**config.mk**
```make
export PLATFORM = sky130hd
export DESIGN_NAME = mnk_game_engine_flat
export DESIGN_NICKNAME = d
export VERILOG_FILES = /design/src/rtl/mnk_game_engine_if.sv /design/src/rtl/mnk_game_engine.sv /design/src/flat_wrapper.sv
export SDC_FILE = /design/constraint.sdc
export NUM_CORES = 1
export LEC_CHECK = 0
export BUFFER_PORTS_ARGS = -buffer_cell sky130_fd_sc_hd__buf_2
export CAP_MARGIN = 20
export CORE_ASPECT_RATIO = 1.1
export CORE_UTILIZATION = 25
export CTS_CLUSTER_DIAMETER = 120
export CTS_CLUSTER_SIZE = 20
export DETAILED_ROUTE_END_ITERATION = 8
export SETUP_SLACK_MARGIN = 0.05
export SYNTH_ARGS = -nofsm -noshare
export SYNTH_HDL_FRONTEND = slang
export SYNTH_SLANG_ARGS = --single-unit
```
**constraint.sdc**
```tcl
create_clock -name clk -period 12.62 [get_ports clk]
set_input_delay 1.262 -clock clk [delete_from_list [all_inputs] [get_ports clk]]
set_output_delay 1.262 -clock clk [all_outputs]
set_load 0.01 [all_outputs]
```
**src/rtl/mnk_game_engine_if.sv**
```systemverilog
// Move handshake and game-result bundle for mnk_game_engine.
// The master side offers moves. The slave side (the engine) reports each
// move's outcome and the overall game state.
interface mnk_game_engine_if #(
    parameter int N       = 5,
    parameter int PLAYERS = 2
);
    localparam int CW = $clog2(N);
    localparam int PW = $clog2(PLAYERS + 1);

    logic          in_valid;
    logic          in_ready;
    logic [CW-1:0] in_x;
    logic [CW-1:0] in_y;
    logic [PW-1:0] in_player;
    logic          move_done;
    logic          move_err;
    logic [1:0]    err_code;
    logic [PW-1:0] winner;
    logic          stop_game;

    modport master (
        output in_valid, in_x, in_y, in_player,
        input  in_ready, move_done, move_err, err_code, winner, stop_game
    );

    modport slave (
        input  in_valid, in_x, in_y, in_player,
        output in_ready, move_done, move_err, err_code, winner, stop_game
    );
endinterface

```
**src/rtl/mnk_game_engine.sv**
```systemverilog
// Generalised m,n,k game engine: an N x N board, K in a row wins, and PLAYERS
// players take turns in a fixed rotation.
// After each accepted move, a sequential scanner walks only the lines that
// pass through the placed cell, one cell per cycle, in both senses of each of
// the four directions. This keeps the win logic small for large boards.
module mnk_game_engine #(
    parameter int N       = 5,
    parameter int K       = 4,
    parameter int PLAYERS = 2
) (
    input  logic                         clk,
    input  logic                         reset_n,
    input  logic                         clear,
    mnk_game_engine_if.slave             bus,
    input  logic [$clog2(N)-1:0]         rd_x,
    input  logic [$clog2(N)-1:0]         rd_y,
    output logic [$clog2(PLAYERS+1)-1:0] rd_cell
);
    localparam int CW = $clog2(N);
    localparam int PW = $clog2(PLAYERS + 1);
    localparam int RW = $clog2(K + 1);
    localparam int MW = $clog2(N * N + 1);
    localparam int SW = CW + 2;
    localparam logic [PW-1:0]        EMPTY       = {PW{1'b1}};
    localparam logic [PW-1:0]        LAST_PLAYER = PW'(PLAYERS - 1);
    localparam logic [CW:0]          N_U         = (CW + 1)'(N);
    localparam logic signed [SW-1:0] N_S         = SW'(N);
    localparam logic [RW-1:0]        RUN_K       = RW'(K);
    localparam logic [MW-1:0]        CELLS       = MW'(N * N);

    typedef enum logic [1:0] {IDLE, SCAN_POS, SCAN_NEG, RESP} state_t;

    state_t state, next_state;

    logic [PW-1:0]        board [N][N];
    logic [MW-1:0]        move_cnt;
    logic [PW-1:0]        exp_player;
    logic [PW-1:0]        scan_player;
    logic [RW-1:0]        run;
    logic [1:0]           dir;
    logic signed [SW-1:0] place_x, place_y;
    logic signed [SW-1:0] cur_x, cur_y;
    logic                 resp_err;
    logic [1:0]           resp_code;
    logic [PW-1:0]        winner_q;
    logic                 stop_q;

    logic                 accept;
    logic                 in_range;
    logic [CW-1:0]        acc_x, acc_y;
    logic [1:0]           acc_code;
    logic [PW-1:0]        next_player;
    logic signed [SW-1:0] step_x, step_y, nxt_x, nxt_y;
    logic                 nxt_inb, nxt_hit;
    logic [CW-1:0]        nxt_xi, nxt_yi;
    logic                 rd_inb;
    logic [CW-1:0]        rd_xi, rd_yi;

    assign bus.in_ready  = (state == IDLE) && !clear;
    assign accept        = bus.in_valid && bus.in_ready;
    assign bus.move_done = (state == RESP);
    assign bus.move_err  = (state == RESP) && resp_err;
    assign bus.err_code  = (state == RESP) ? resp_code : 2'd0;
    assign bus.winner    = winner_q;
    assign bus.stop_game = stop_q;

    // Validate an offered move. The checks run in priority order: game over,
    // then bad player or coordinate, then occupied cell.
    always_comb begin
        in_range = ({1'b0, bus.in_x} < N_U) && ({1'b0, bus.in_y} < N_U);
        acc_x    = in_range ? bus.in_x : '0;
        acc_y    = in_range ? bus.in_y : '0;
        if (stop_q)
            acc_code = 2'd1;
        else if (!in_range || (bus.in_player != exp_player))
            acc_code = 2'd2;
        else if (board[acc_y][acc_x] != EMPTY)
            acc_code = 2'd3;
        else
            acc_code = 2'd0;
        next_player = (exp_player == LAST_PLAYER) ? '0 : exp_player + PW'(1);
    end

    // Find the neighbour of the walk head in the current direction and sense,
    // and check whether it belongs to the player who just moved.
    always_comb begin
        step_x = (dir == 2'd1) ? '0 : SW'(1);
        case (dir)
            2'd0:    step_y = '0;
            2'd3:    step_y = '1;
            default: step_y = SW'(1);
        endcase
        if (state == SCAN_NEG) begin
            step_x = -step_x;
            step_y = -step_y;
        end
        nxt_x   = cur_x + step_x;
        nxt_y   = cur_y + step_y;
        nxt_inb = !nxt_x[SW-1] && (nxt_x < N_S) && !nxt_y[SW-1] && (nxt_y < N_S);
        nxt_xi  = nxt_inb ? nxt_x[CW-1:0] : '0;
        nxt_yi  = nxt_inb ? nxt_y[CW-1:0] : '0;
        nxt_hit = nxt_inb && (board[nxt_yi][nxt_xi] == scan_player);
        rd_inb  = ({1'b0, rd_x} < N_U) && ({1'b0, rd_y} < N_U);
        rd_xi   = rd_inb ? rd_x : '0;
        rd_yi   = rd_inb ? rd_y : '0;
    end

    // Next-state logic. A full run ends the scan, and clear always wins.
    always_comb begin
        next_state = state;
        case (state)
            IDLE: begin
                if (accept)
                    next_state = (acc_code == 2'd0) ? SCAN_POS : RESP;
            end
            SCAN_POS: begin
                if (run == RUN_K)
                    next_state = RESP;
                else if (!nxt_hit)
                    next_state = SCAN_NEG;
            end
            SCAN_NEG: begin
                if (run == RUN_K)
                    next_state = RESP;
                else if (!nxt_hit)
                    next_state = (dir == 2'd3) ? RESP : SCAN_POS;
            end
            RESP:    next_state = IDLE;
            default: next_state = IDLE;
        endcase
        if (clear)
            next_state = IDLE;
    end

    // State register.
    always_ff @(posedge clk or negedge reset_n) begin
        if (!reset_n)
            state <= IDLE;
        else
            state <= next_state;
    end

    // Board, turn tracking, scan datapath, game result and read port.
    always_ff @(posedge clk or negedge reset_n) begin
        if (!reset_n) begin
            for (int r = 0; r < N; r++)
                for (int c = 0; c < N; c++)
                    board[r][c] <= EMPTY;
            move_cnt    <= '0;
            exp_player  <= '0;
            scan_player <= '0;
            run         <= '0;
            dir         <= '0;
            place_x     <= '0;
            place_y     <= '0;
            cur_x       <= '0;
            cur_y       <= '0;
            resp_err    <= 1'b0;
            resp_code   <= 2'd0;
            winner_q    <= EMPTY;
            stop_q      <= 1'b0;
            rd_cell     <= EMPTY;
        end else if (clear) begin
            for (int r = 0; r < N; r++)
                for (int c = 0; c < N; c++)
                    board[r][c] <= EMPTY;
            move_cnt    <= '0;
            exp_player  <= '0;
            scan_player <= '0;
            run         <= '0;
            dir         <= '0;
            place_x     <= '0;
            place_y     <= '0;
            cur_x       <= '0;
            cur_y       <= '0;
            resp_err    <= 1'b0;
            resp_code   <= 2'd0;
            winner_q    <= EMPTY;
            stop_q      <= 1'b0;
            rd_cell     <= EMPTY;
        end else begin
            rd_cell <= rd_inb ? board[rd_yi][rd_xi] : EMPTY;
            case (state)
                IDLE: begin
                    if (accept) begin
                        resp_err  <= (acc_code != 2'd0);
                        resp_code <= acc_code;
                        if (acc_code == 2'd0) begin
                            board[acc_y][acc_x] <= bus.in_player;
                            move_cnt    <= move_cnt + MW'(1);
                            exp_player  <= next_player;
                            scan_player <= bus.in_player;
                            place_x     <= SW'(acc_x);
                            place_y     <= SW'(acc_y);
                            cur_x       <= SW'(acc_x);
                            cur_y       <= SW'(acc_y);
                            run         <= RW'(1);
                            dir         <= 2'd0;
                        end
                    end
                end
                SCAN_POS: begin
                    if (run == RUN_K) begin
                        winner_q <= scan_player;
                        stop_q   <= 1'b1;
                    end else if (nxt_hit) begin
                        run   <= run + RW'(1);
                        cur_x <= nxt_x;
                        cur_y <= nxt_y;
                    end else begin
                        cur_x <= place_x;
                        cur_y <= place_y;
                    end
                end
                SCAN_NEG: begin
                    if (run == RUN_K) begin
                        winner_q <= scan_player;
                        stop_q   <= 1'b1;
                    end else if (nxt_hit) begin
                        run   <= run + RW'(1);
                        cur_x <= nxt_x;
                        cur_y <= nxt_y;
                    end else begin
                        cur_x <= place_x;
                        cur_y <= place_y;
                        run   <= RW'(1);
                        dir   <= dir + 2'd1;
                        if ((dir == 2'd3) && (move_cnt == CELLS))
                            stop_q <= 1'b1;
                    end
                end
                default: begin
                end
            endcase
        end
    end
endmodule

```
**src/flat_wrapper.sv**
```systemverilog
// flat-port wrapper written by rule: the top's interface ports become plain ports
module mnk_game_engine_flat 
#(
    parameter int N       = 5,
    parameter int K       = 4,
    parameter int PLAYERS = 2
)
  (clk, reset_n, clear, rd_x, rd_y, rd_cell, bus_in_valid, bus_in_x, bus_in_y, bus_in_player, bus_in_ready, bus_move_done, bus_move_err, bus_err_code, bus_winner, bus_stop_game);
  mnk_game_engine_if #(.N(N), .PLAYERS(PLAYERS)) bus_i ();
  input  logic clk;
  input  logic reset_n;
  input  logic clear;
  input  logic [$clog2(N)-1:0] rd_x;
  input  logic [$clog2(N)-1:0] rd_y;
  output logic [$clog2(PLAYERS+1)-1:0] rd_cell;
  input wire logic [$bits(bus_i.in_valid)-1:0] bus_in_valid;
  input wire logic [$bits(bus_i.in_x)-1:0] bus_in_x;
  input wire logic [$bits(bus_i.in_y)-1:0] bus_in_y;
  input wire logic [$bits(bus_i.in_player)-1:0] bus_in_player;
  output wire logic [$bits(bus_i.in_ready)-1:0] bus_in_ready;
  output wire logic [$bits(bus_i.move_done)-1:0] bus_move_done;
  output wire logic [$bits(bus_i.move_err)-1:0] bus_move_err;
  output wire logic [$bits(bus_i.err_code)-1:0] bus_err_code;
  output wire logic [$bits(bus_i.winner)-1:0] bus_winner;
  output wire logic [$bits(bus_i.stop_game)-1:0] bus_stop_game;
  assign bus_i.in_valid = bus_in_valid;
  assign bus_i.in_x = bus_in_x;
  assign bus_i.in_y = bus_in_y;
  assign bus_i.in_player = bus_in_player;
  assign bus_in_ready = bus_i.in_ready;
  assign bus_move_done = bus_i.move_done;
  assign bus_move_err = bus_i.move_err;
  assign bus_err_code = bus_i.err_code;
  assign bus_winner = bus_i.winner;
  assign bus_stop_game = bus_i.stop_game;
  mnk_game_engine #(.N(N), .K(K), .PLAYERS(PLAYERS)) u_core (.clk(clk), .reset_n(reset_n), .clear(clear), .bus(bus_i), .rd_x(rd_x), .rd_y(rd_y), .rd_cell(rd_cell));
endmodule
```
==> metrics.txt, run 1 <==
GRT Total Usage 15.37%; CTS buffer count 9; Crit. Startpoint u_core.state[0]; area delta synth->final 11.36%; max-cap violations 0; synth top area cells dfstp_2 (23%), dfrtp_1 (14%), a21o_1 (6.4%), nand2_1 (5.6%), ha_1 (3.8%); WP data required 12870 ps; sequential share of the synthesized area 37.21%; 1st-pass router iterations 7; final hold vios 0; Slew Viols, Final 0; slowest stage delay, CP 520 ps; hold_buf cts 0; Crit Path Category flip-flop to flip-flop; clk buf depth 2; Top-Level Pins 28; CTS sink cnt 90; GPL Wtd Cong 0.8923; initial antenna violation count 0; Post-CTS Setup Bufs 0; n_diodes 0; Post-synth EDFFs 0; Starting Density 25.48%; wire length of the first global-routing pass 30660 µm; largest net degree at the start of global routing 85; routed len/inst 18.49 µm; vias per cell 5.328; number of cell rows 60; Yosys top cell by area dfstp_2; clk slew on worst S/H paths 70 ps; CTS tree yes; die span in y 167.6 µm; crit-path max FO 13; Post-DP Area 6635 µm²; min cycle time layout 5020 ps; Leak 2.771 nW; hold_sp u_core.cur_y[4]; failing checks design-rule violations; share of layout cells above drive strength 1 18.40%; drt total wl 18900 µm; CP Launch Type flip-flop; Vias 5445; Final #Nets 745; # DRC 4; vias in the first global route 5423; async set or reset register ratio after synthesis 100.0%; worst-path cell chain inv_1, ha_1, mux2_2, fa_1, a21o_1, a21oi_1, xnor3_1, or3b_4, or4_1, o211a_1, and3_2, nor2_2, a31oi_1, a32o_1; worst r2r src u_core.state[0]; worst path arrival time 5270 ps; Tightest Pin Transition 1030 ps; nature of the critical path endpoint flip-flop; status finished with violations; HPWL after DPL 13290 µm; Clock Latency Late Sink 360 ps; Setup-failing EPs final 0; total grt overflow 0; area of the core 24470 µm²; Mapped Nets 741; Routed Antenna Nets 0; RSZ-0062 raised after global routing no; Die Area 25580 µm²; pwr dens 163.1 nW/µm²; cts repair resizes 0; Design Area, Final 6943 µm²; HP Class flip-flop to flip-flop; Yosys reg bits 90; Mapped Area 6235 µm²; Clock Root Buffer clkbuf_16; syn avg cell area 8.869 µm²; Slew headroom 31.32%; setup_tns 0 ps; synth warn 0; critical path's slowest cell or4_1; Distinct cells, synth 77; IO buf count 27; Synth top area share 22.76%; Final period util 39.78%; peak supply drop 84.55 µV; CTS H-tree lvls 3; Clock Skews 8.972 ps; ys flop type dfstp_2; die width 152.6 µm; Synth Instances 703; Iter 0 DRT Violations 453; f_max 0.1992 GHz
## flip-flops by register name, summed over array words and instances (netlist names)
name	count
u_core.resp_err	1
u_core.cur_y	5
u_core.scan_player	2
u_core.cur_x	5
u_core.bus.stop_game	1
u_core.resp_code	2
u_core.run	3
u_core.move_cnt	5
u_core.rd_cell	2
u_core.state	2
u_core.dir	2
u_core.place_y	3
u_core.exp_player	2
u_core.bus.winner	2
u_core.board	50
u_core.place_x	3
## critical path, delay by kind of cell (launching register included)
family	cells	cell delay, ps
AOI/OAI and AO/OA	5	1100
xor gates and xnor gates	1	240
adders and majority gates	2	920
buffers and inverters	1	140
DFF	1	430
muxes	1	460
and+or+nand+nor	4	1630
## synth_stat cells (all sizes together) (5+ instances only)
cell / n
a211oi: 6
a21o: 53
a21oi: 27
a221oi: 5
a311oi: 8
a31oi: 9
and2: 23
and3: 12
buf: 9
clkbuf: 32
dfrtp: 36
dfstp: 54
ha: 19
inv: 27
mux2i: 22
mux4: 8
nand2: 93
nand3: 19
nand3b: 5
nor2: 63
nor2b: 5
nor3: 16
o21a: 6
o21ai: 38
o221ai: 5
or3: 6
xnor2: 5
xor2: 8
## routing by layer
metal,vias to the layer above,track usage (%),part of all wire [%]
li1,2558,-,-
met1,2658,19.85,45
met2,186,24.03,46
met3,43,3.235,5.4
met4,0,8.213,4.0
met5,-,0,0
## power by group
part | internal (mW) | total [mW] | switching, mW
Sequential | 0.303 | 0.318 | 0.0154
Clock | 0.156 | 0.284 | 0.128
Combinational | 0.192 | 0.530 | 0.338
Total | 0.650 | 1.13 | 0.482
## cell families after synthesis
group           Yosys count  synth area share (%)
buf+inv                  68                 4.355
compound gates          209                 24.12
mux                      34                 7.144
fa+ha+maj                20                 4.134
simple gates            268                 20.85
flops                    90                 37.21
xor+xnor                 14                 2.187
## area by class of cell
| class | instances | area [µm²] |
|---|---|---|
| Clock buffer | 9 | 225.2 |
| Timing Repair Buffer | 34 | 190.2 |
| Sequential cell | 90 | 2320 |
| Multi-Input combinational cell | 545 | 3643 |
| Fill cell | 2619 | 17530 |
| Clock inverter | 7 | 75.07 |
| Tap cell | 310 | 387.9 |
| Inverter | 27 | 101.3 |
## path summary, 6_finish.rpt
kind | cells past startpoint | endpoint | slack (ps)
hold reg to reg | 1 | u_core.cur_y[4] | 490
min in group asynchronous | 1 | u_core.move_cnt[3] | 820
setup / recovery | 14 | u_core.cur_x[1] | 7600
max in group asynchronous | 2 | u_core.cur_y[0] | 10650
setup reg to reg | 14 | u_core.cur_x[1] | 7600
hold / removal | 1 | u_core.cur_y[4] | 490
## placed cells by master (no fill, tap or decap), types with 9 or more instances in the layout
cell / synthesis / routed
a21o_1: 53 / 53
a21oi_1: 26 / 26
a31oi_1: 9 / 9
and2_1: 22 / 22
and3_1: 11 / 11
buf_2: 4 / 26
clkbuf_16: 0 / 9
dfrtp_1: 36 / 36
dfstp_2: 54 / 54
ha_1: 19 / 19
inv_1: 27 / 27
mux2i_1: 22 / 22
nand2_1: 93 / 93
nand3_1: 19 / 19
nor2_1: 62 / 62
nor3_1: 14 / 14
o21ai_0: 36 / 36
## stage by stage
stage	total power, mW	setup WS [ps]	instances	hold WS [ps]	util, %
6_report	1.132	7600	1022	492.2	28.37
5_1_grt	1.208	7272	1022	525.1	28.37
4_1_cts	1.135	7257	1021	499.5	28.34
3_5_place_dp	0.8438	7337	1005	477.7	27.11
3_3_place_gp	0.8398	7459	1005	476.7	27.11
2_1_floorplan	0.7299	8286	703	455.4	-
Power figures use the tool's default switching activity.
==> inputs of run 2 (changes only) <==
Clock period 12.62 ns to 4.2 ns, I/O delays scaled along.
==> metrics.txt, run 2 (synthesis gave the netlist of run 1 again) <==
clk slew on worst S/H paths 70 ps (about the same); GRT Total Usage 15.01% (-0.35 points); GPL Wtd Cong 0.8761 (-1.8%); hold_buf cts 0 (unchanged); sequential cell area 2320 µm² (unchanged); nature of the critical path endpoint flip-flop; f_max 0.2499 GHz (+25%); Clock Latency Late Sink 350 ps (about the same); Die Area 25580 µm² (unchanged); most common cell after layout, fill and taps aside nand2_1; min cycle time layout 4001 ps (-1019 ps); clk buf depth 2 (unchanged); initial antenna violation count 1 (+1); most frequent cells in the layout nand2_1 (92), nor2_1 (62), dfstp_2 (54); Routed Antenna Nets 0 (unchanged); peak supply drop 268.0 µV (+220%); IO buf count 27 (unchanged); die span in y 167.6 µm (unchanged); area delta synth->final 19.61%; wire length of the first global-routing pass 30360 µm (-0.99%); register bank with the most flops u_core.board; Slew Viols, Final 0 (unchanged); largest net degree at the start of global routing 84 (-1.2%); Clock Skews 7.620 ps (-1.352 ps); Top-Level Pins 28 (unchanged); number of cell rows 60 (unchanged); total grt overflow 0 (unchanged); WP data required 4440 ps (-8430 ps); Tightest Pin Transition 975.9 ps (-54.28 ps); max-cap violations 0 (unchanged); final hold vios 0 (unchanged); 1st-pass router iterations 5 (-2); Final #Nets 787 (+5.6%); die width 152.6 µm (unchanged); Leak 3.027 nW (+9.2%); critical path's slowest cell or3_4; n_diodes 0 (unchanged); Setup-failing EPs final 0 (unchanged); slowest stage delay, CP 430 ps (-90 ps); CP Launch Type flip-flop; worst-path cell chain inv_2, ha_4, mux2_4, fa_2, buf_6, xnor2_4, buf_6, o311a_1, a311o_1, a211oi_2, xor2_1, nand2_2, or3_4, a21o_1, a32o_1; crit-path max FO 6 (-7); area of the core 24470 µm² (unchanged); status finished, final reports clean; routed len/inst 17.75 µm (-4.0%); drt total wl 18890 µm (about the same); Vias 5638 (+3.5%); CTS tree yes; HPWL after DPL 13720 µm (+3.2%); Design Area, Final 7457 µm² (+7.4%); max reg flops 50 (unchanged); HP Class input pin to async pin; # DRC 0 (-4); Crit Path Category flip-flop to flip-flop; cell mode on critical path buf_6; CTS buffer count 9 (unchanged); worst path arrival time 4240 ps (-1030 ps); Fillers 2596 (-0.88%); Final period util 95.27% (+55 points); Starting Density 25.48% (unchanged); pwr dens 532.0 nW/µm² (+230%); RSZ-0062 raised after global routing no; vias per cell 5.299 (-0.54%); vias in the first global route 5630 (+3.8%); Multi-input gate area 3769 µm² (+3.4%); Slew headroom 34.94% (+3.6 points); Iter 0 DRT Violations 384 (-15%); CTS H-tree lvls 3 (unchanged); Post-DP Area 6952 µm² (+4.8%); share of layout cells above drive strength 1 25.33% (+6.9 points); Clock Root Buffer clkbuf_16; worst hold slack 205.3 ps (-287.0 ps); CTS sink cnt 90 (unchanged)
[run 2: cell types whose count changed in the layout (fill, tap and decap cells not counted), sizes merged]
cell    before  now
inv         30   31
clkbuf       9   10
buf         34   76
bufinv       1    2
clkinv       3    0
[run 2: repair_timing]
action,4_1_cts,5_1_grt
gates resized for setup,8,19
pin swaps,3,8
setup endpoints to repair,14,14
setup buffers,4,1
[run 2: report_power, final]
| part | total (mW) | switching (mW) | internal, mW |
|---|---|---|---|
| logic | 2.07 | 1.14 | 0.921 |
| clock network | 0.951 | 0.380 | 0.571 |
| registers | 0.951 | 0.0400 | 0.911 |
| total | 3.97 | 1.56 | 2.40 |
[run 2: worst paths after layout]
path / start / end / slack (ps) / depth (start not counted)
setup / recovery: u_core.dir[0] / u_core.cur_y[1] / 200 / 15
hold / removal: reset_n / u_core.cur_x[3] / 210 / 1
setup reg to reg: u_core.dir[0] / u_core.cur_y[1] / 200 / 15
hold reg to reg: u_core.cur_y[4] / u_core.cur_y[4] / 490 / 1
max in group asynchronous: reset_n / u_core.board[48] / 3130 / 2
min in group clk: clear / u_core.board[0] / 410 / 3
[run 2: cell type report]
| type | instances | share of cell area (%) |
|---|---|---|
| Timing Repair Buffer | 76 | 7.097 |
| Clock inverter | 6 | 1.342 |
| Tap cell | 310 | 5.201 |
| Clock buffer | 10 | 3.356 |
| Inverter | 27 | 1.359 |
| Sequential cell | 90 | 31.11 |
| Multi-Input combinational cell | 545 | 50.54 |
[run 2: worst max-delay path, delay by kind of cell (launching register included)]
family                     cells  cell delay, ps
AOI/OAI and AO/OA              5            1240
adders and majority gates      2             560
and+or+nand+nor                2             550
DFF                            1             420
xor gates and xnor gates       2             410
buffers and inverters          3             390
muxes                          1             290
[run 2: through the flow]
stage	power [mW]	TNS [ps]	setup slack [ps]	util, %	std cells
3_5_place_dp	2.842	-464.0	-71.27	28.40	1043
3_3_place_gp	2.839	-5.836	-2.935	28.40	1043
6_report	3.967	0	198.5	30.47	1064
2_1_floorplan	2.202	0	52.92	-	703
5_1_grt	4.197	0	55.86	30.47	1064
4_1_cts	3.853	0	65.14	30.15	1063
[run 2: metal layers]
metal,track usage [%],up-vias,share of wire [%]
met5,0,-,0
met2,24.81,163,48
met3,2.329,51,4.4
met1,18.61,2773,43
met4,8.652,0,4.5
li1,-,2651,-
==> inputs of run 3 (changes only) <==
Settings changed: ABC_AREA from default to 1.
==> metrics.txt, run 3 <==
crit-path max FO 7 (+1); register bank with the most flops u_core.board; Clock Root Buffer clkbuf_16; Starting Density 25.66% (+0.19 points); Leak 3.570 nW (+18%); Post-DP Area 7069 µm² (+1.7%); CP Launch Type flip-flop; Power Total 4.360 mW (+9.9%); GPL Wtd Cong 0.9312 (+6.3%); hold_buf cts 0 (unchanged); routed len/inst 15.96 µm (-10%); vias per cell 4.998 (-5.7%); most common cell after layout, fill and taps aside nand2_1; worst hold slack 145.8 ps (-59.48 ps); 1st-pass router iterations 5 (unchanged); metal3 WL 1214 µm (+47%); RSZ-0062 raised after global routing no; Vias 6618 (+17%); max-cap violations 0 (unchanged); Distinct cells, synth 46 (-40%); Routed Antenna Nets 0 (unchanged); fin util 29.63% (-0.84 points); n_diodes 0 (unchanged); Top-Level Pins 28 (unchanged); Slew Viols, Final 0 (unchanged); synth cell count leaders nand2_1 (205), inv_1 (120), a21oi_1 (109); Yosys top cell by area dfstp_2; share of layout cells above drive strength 1 19.22% (-6.1 points); CTS sink cnt 90 (unchanged); area delta synth->final 15.46%; Fillers 2743 (+5.7%); Synth top area share 21.75% (-1.0 points); max layer used met4; number of cell rows 61 (+1.7%); f_max 0.2549 GHz (+2.0%); Post-Route M1 WL 9254 µm (+14%); Setup-failing EPs final 0 (unchanged); clk slew on worst S/H paths 70 ps (about the same); sequential share of the synthesized area 35.56% (-1.6 points); sequential cell area 2321 µm² (about the same); Routed met2 length 10090 µm (+11%); worst path arrival time 4230 ps (about the same); Multi-input gate area 3615 µm² (-4.1%); total grt overflow 0 (unchanged); most frequent cells in the layout nand2_1 (200), inv_1 (116), a21oi_1 (109); Mapped Area 6523 µm² (+4.6%); CTS tree yes; synth top area cells dfstp_2 (22%), dfrtp_1 (14%), nand2_1 (12%), a21oi_1 (8.4%), o21ai_0 (7.0%); HP Class input pin to async pin; Yosys reg bits 90 (unchanged); area of the core 25420 µm² (+3.8%); ys flop type dfstp_2; wire length of the first global-routing pass 33640 µm (+11%); Crit Path Category flip-flop to flip-flop; Mapped Nets 977 (+32%); Synth Instances 939 (+34%); cell mode on critical path nand2_1; Final #Nets 1011 (+28%); pre-CTS WS 90.19 ps (+161.5 ps); Clock Skews 12.44 ps (+4.818 ps); CTS buffer count 9 (unchanged); die width 156.0 µm (+2.3%); Post-synth EDFFs 0 (unchanged); fin worst setup slack 276.7 ps (+78.14 ps); synth warn 0 (unchanged); status finished, final reports clean; Final period util 93.41% (-1.9 points); die span in y 171.4 µm (+2.3%); IO buf count 27 (unchanged); Tightest Pin Transition 885.3 ps (-90.54 ps); Design Area, Final 7531 µm² (+0.99%); Slew headroom 40.52% (+5.6 points); vias in the first global route 6087 (+8.1%); WP data required 4500 ps (+60 ps); peak supply drop 317.7 µV (+19%); critical path's slowest cell dfrtp_1; post-route insts no fill 1324 (+24%); clk buf depth 2 (unchanged); CTS H-tree lvls 3 (unchanged); slowest stage delay, CP 400 ps (-30 ps); syn avg cell area 6.946 µm² (-22%); Clock Latency Late Sink 360 ps (about the same); Die Area 26740 µm² (+4.6%); min cycle time layout 3923 ps (-78.14 ps); drt total wl 21140 µm (+12%); Iter 0 DRT Violations 561 (+46%); placed cells 1297 (+24%); GRT Total Usage 16.20% (+1.2 points); nature of the critical path endpoint flip-flop; initial antenna violation count 0 (-1); setup_tns 0 ps (unchanged); final hold vios 0 (unchanged); largest net degree at the start of global routing 65 (-23%); # DRC 0 (unchanged); most common cell in the synthesized netlist nand2_1; pwr dens 578.9 nW/µm² (+8.8%); HPWL after DPL 15410 µm (+12%); async set or reset register ratio after synthesis 100.0% (unchanged); max reg flops 50 (unchanged)
run 3: cell types whose count changed in the layout (fill, tap and decap cells not counted), sizes merged, moves of 12 or more:
cell   previous run  this run
nor3             16        47
nand2            93       219
a21oi            27       110
and3             12         0
buf              76        57
a21o             53         0
mux2i            22         0
o21ai            38       107
nand3            19        77
inv              31       129
and2             23         0
run 3: cell type report:
cell class              instances  area share [%]
clock buffers                  10           3.040
clock inverters                 6          0.8805
inverters                     130           6.479
multi-input cells             685           48.00
flip-flops and latches         90           30.82
well taps                     346           5.748
repair buffers                 57           5.034
run 3: path summary, 6_finish.rpt:
path	from	end	slack, ps	cells after the start
min in group clk	clear	u_core.bus.stop_game	330	2
worst min register to register	u_core.bus.winner[1]	u_core.bus.winner[1]	480	2
worst max-delay path	u_core.dir[0]	u_core.run[2]	280	25
worst max register to register	u_core.dir[0]	u_core.run[2]	280	25
worst min-delay path	reset_n	u_core.exp_player[1]	150	1
max in group asynchronous	reset_n	u_core.board[41]	3100	2
run 3: routing by layer:
layer	track usage (%)	up-vias
met2	27.68	232
met5	0	-
met4	5.627	0
met3	3.326	48
li1	-	3183
met1	20.15	3155
run 3: critical path, delay by kind of cell (launching register included):
| family | cells | cell delay (ps) |
|---|---|---|
| DFF | 1 | 400 |
| and+or+nand+nor | 15 | 1860 |
| AOI/OAI and AO/OA | 5 | 680 |
| adders and majority gates | 2 | 570 |
| buffers and inverters | 3 | 360 |
run 3: power breakdown:
group / total (mW) / switching [mW] / internal [mW] / leakage (nW)
Clock: 0.837 / 0.372 / 0.464 / 0.143
Sequential: 1.13 / 0.109 / 1.02 / 1.05
Combinational: 2.39 / 1.56 / 0.829 / 2.37
Total: 4.36 / 2.05 / 2.31 / 3.57
run 3: timing repair:
item	4_1_cts	5_1_grt
setup buffers	0	10
gates resized for setup	0	21
hold endpoints to repair	0	0
endpoints found under the setup margin	0	14
run 3: cells by family (layout without fill, tap and decap cells):
logic type	after synthesis	in the layout	synth area share [%]
AO/OA/AOI/OAI	249	249	20.79
AND/OR/NAND/NOR	411	412	28.81
adder cells (fa/ha/maj)	20	20	3.952
buffers and inverters	165	203	10.34
flip-flops	90	90	35.56
XOR/XNOR	4	4	0.5372
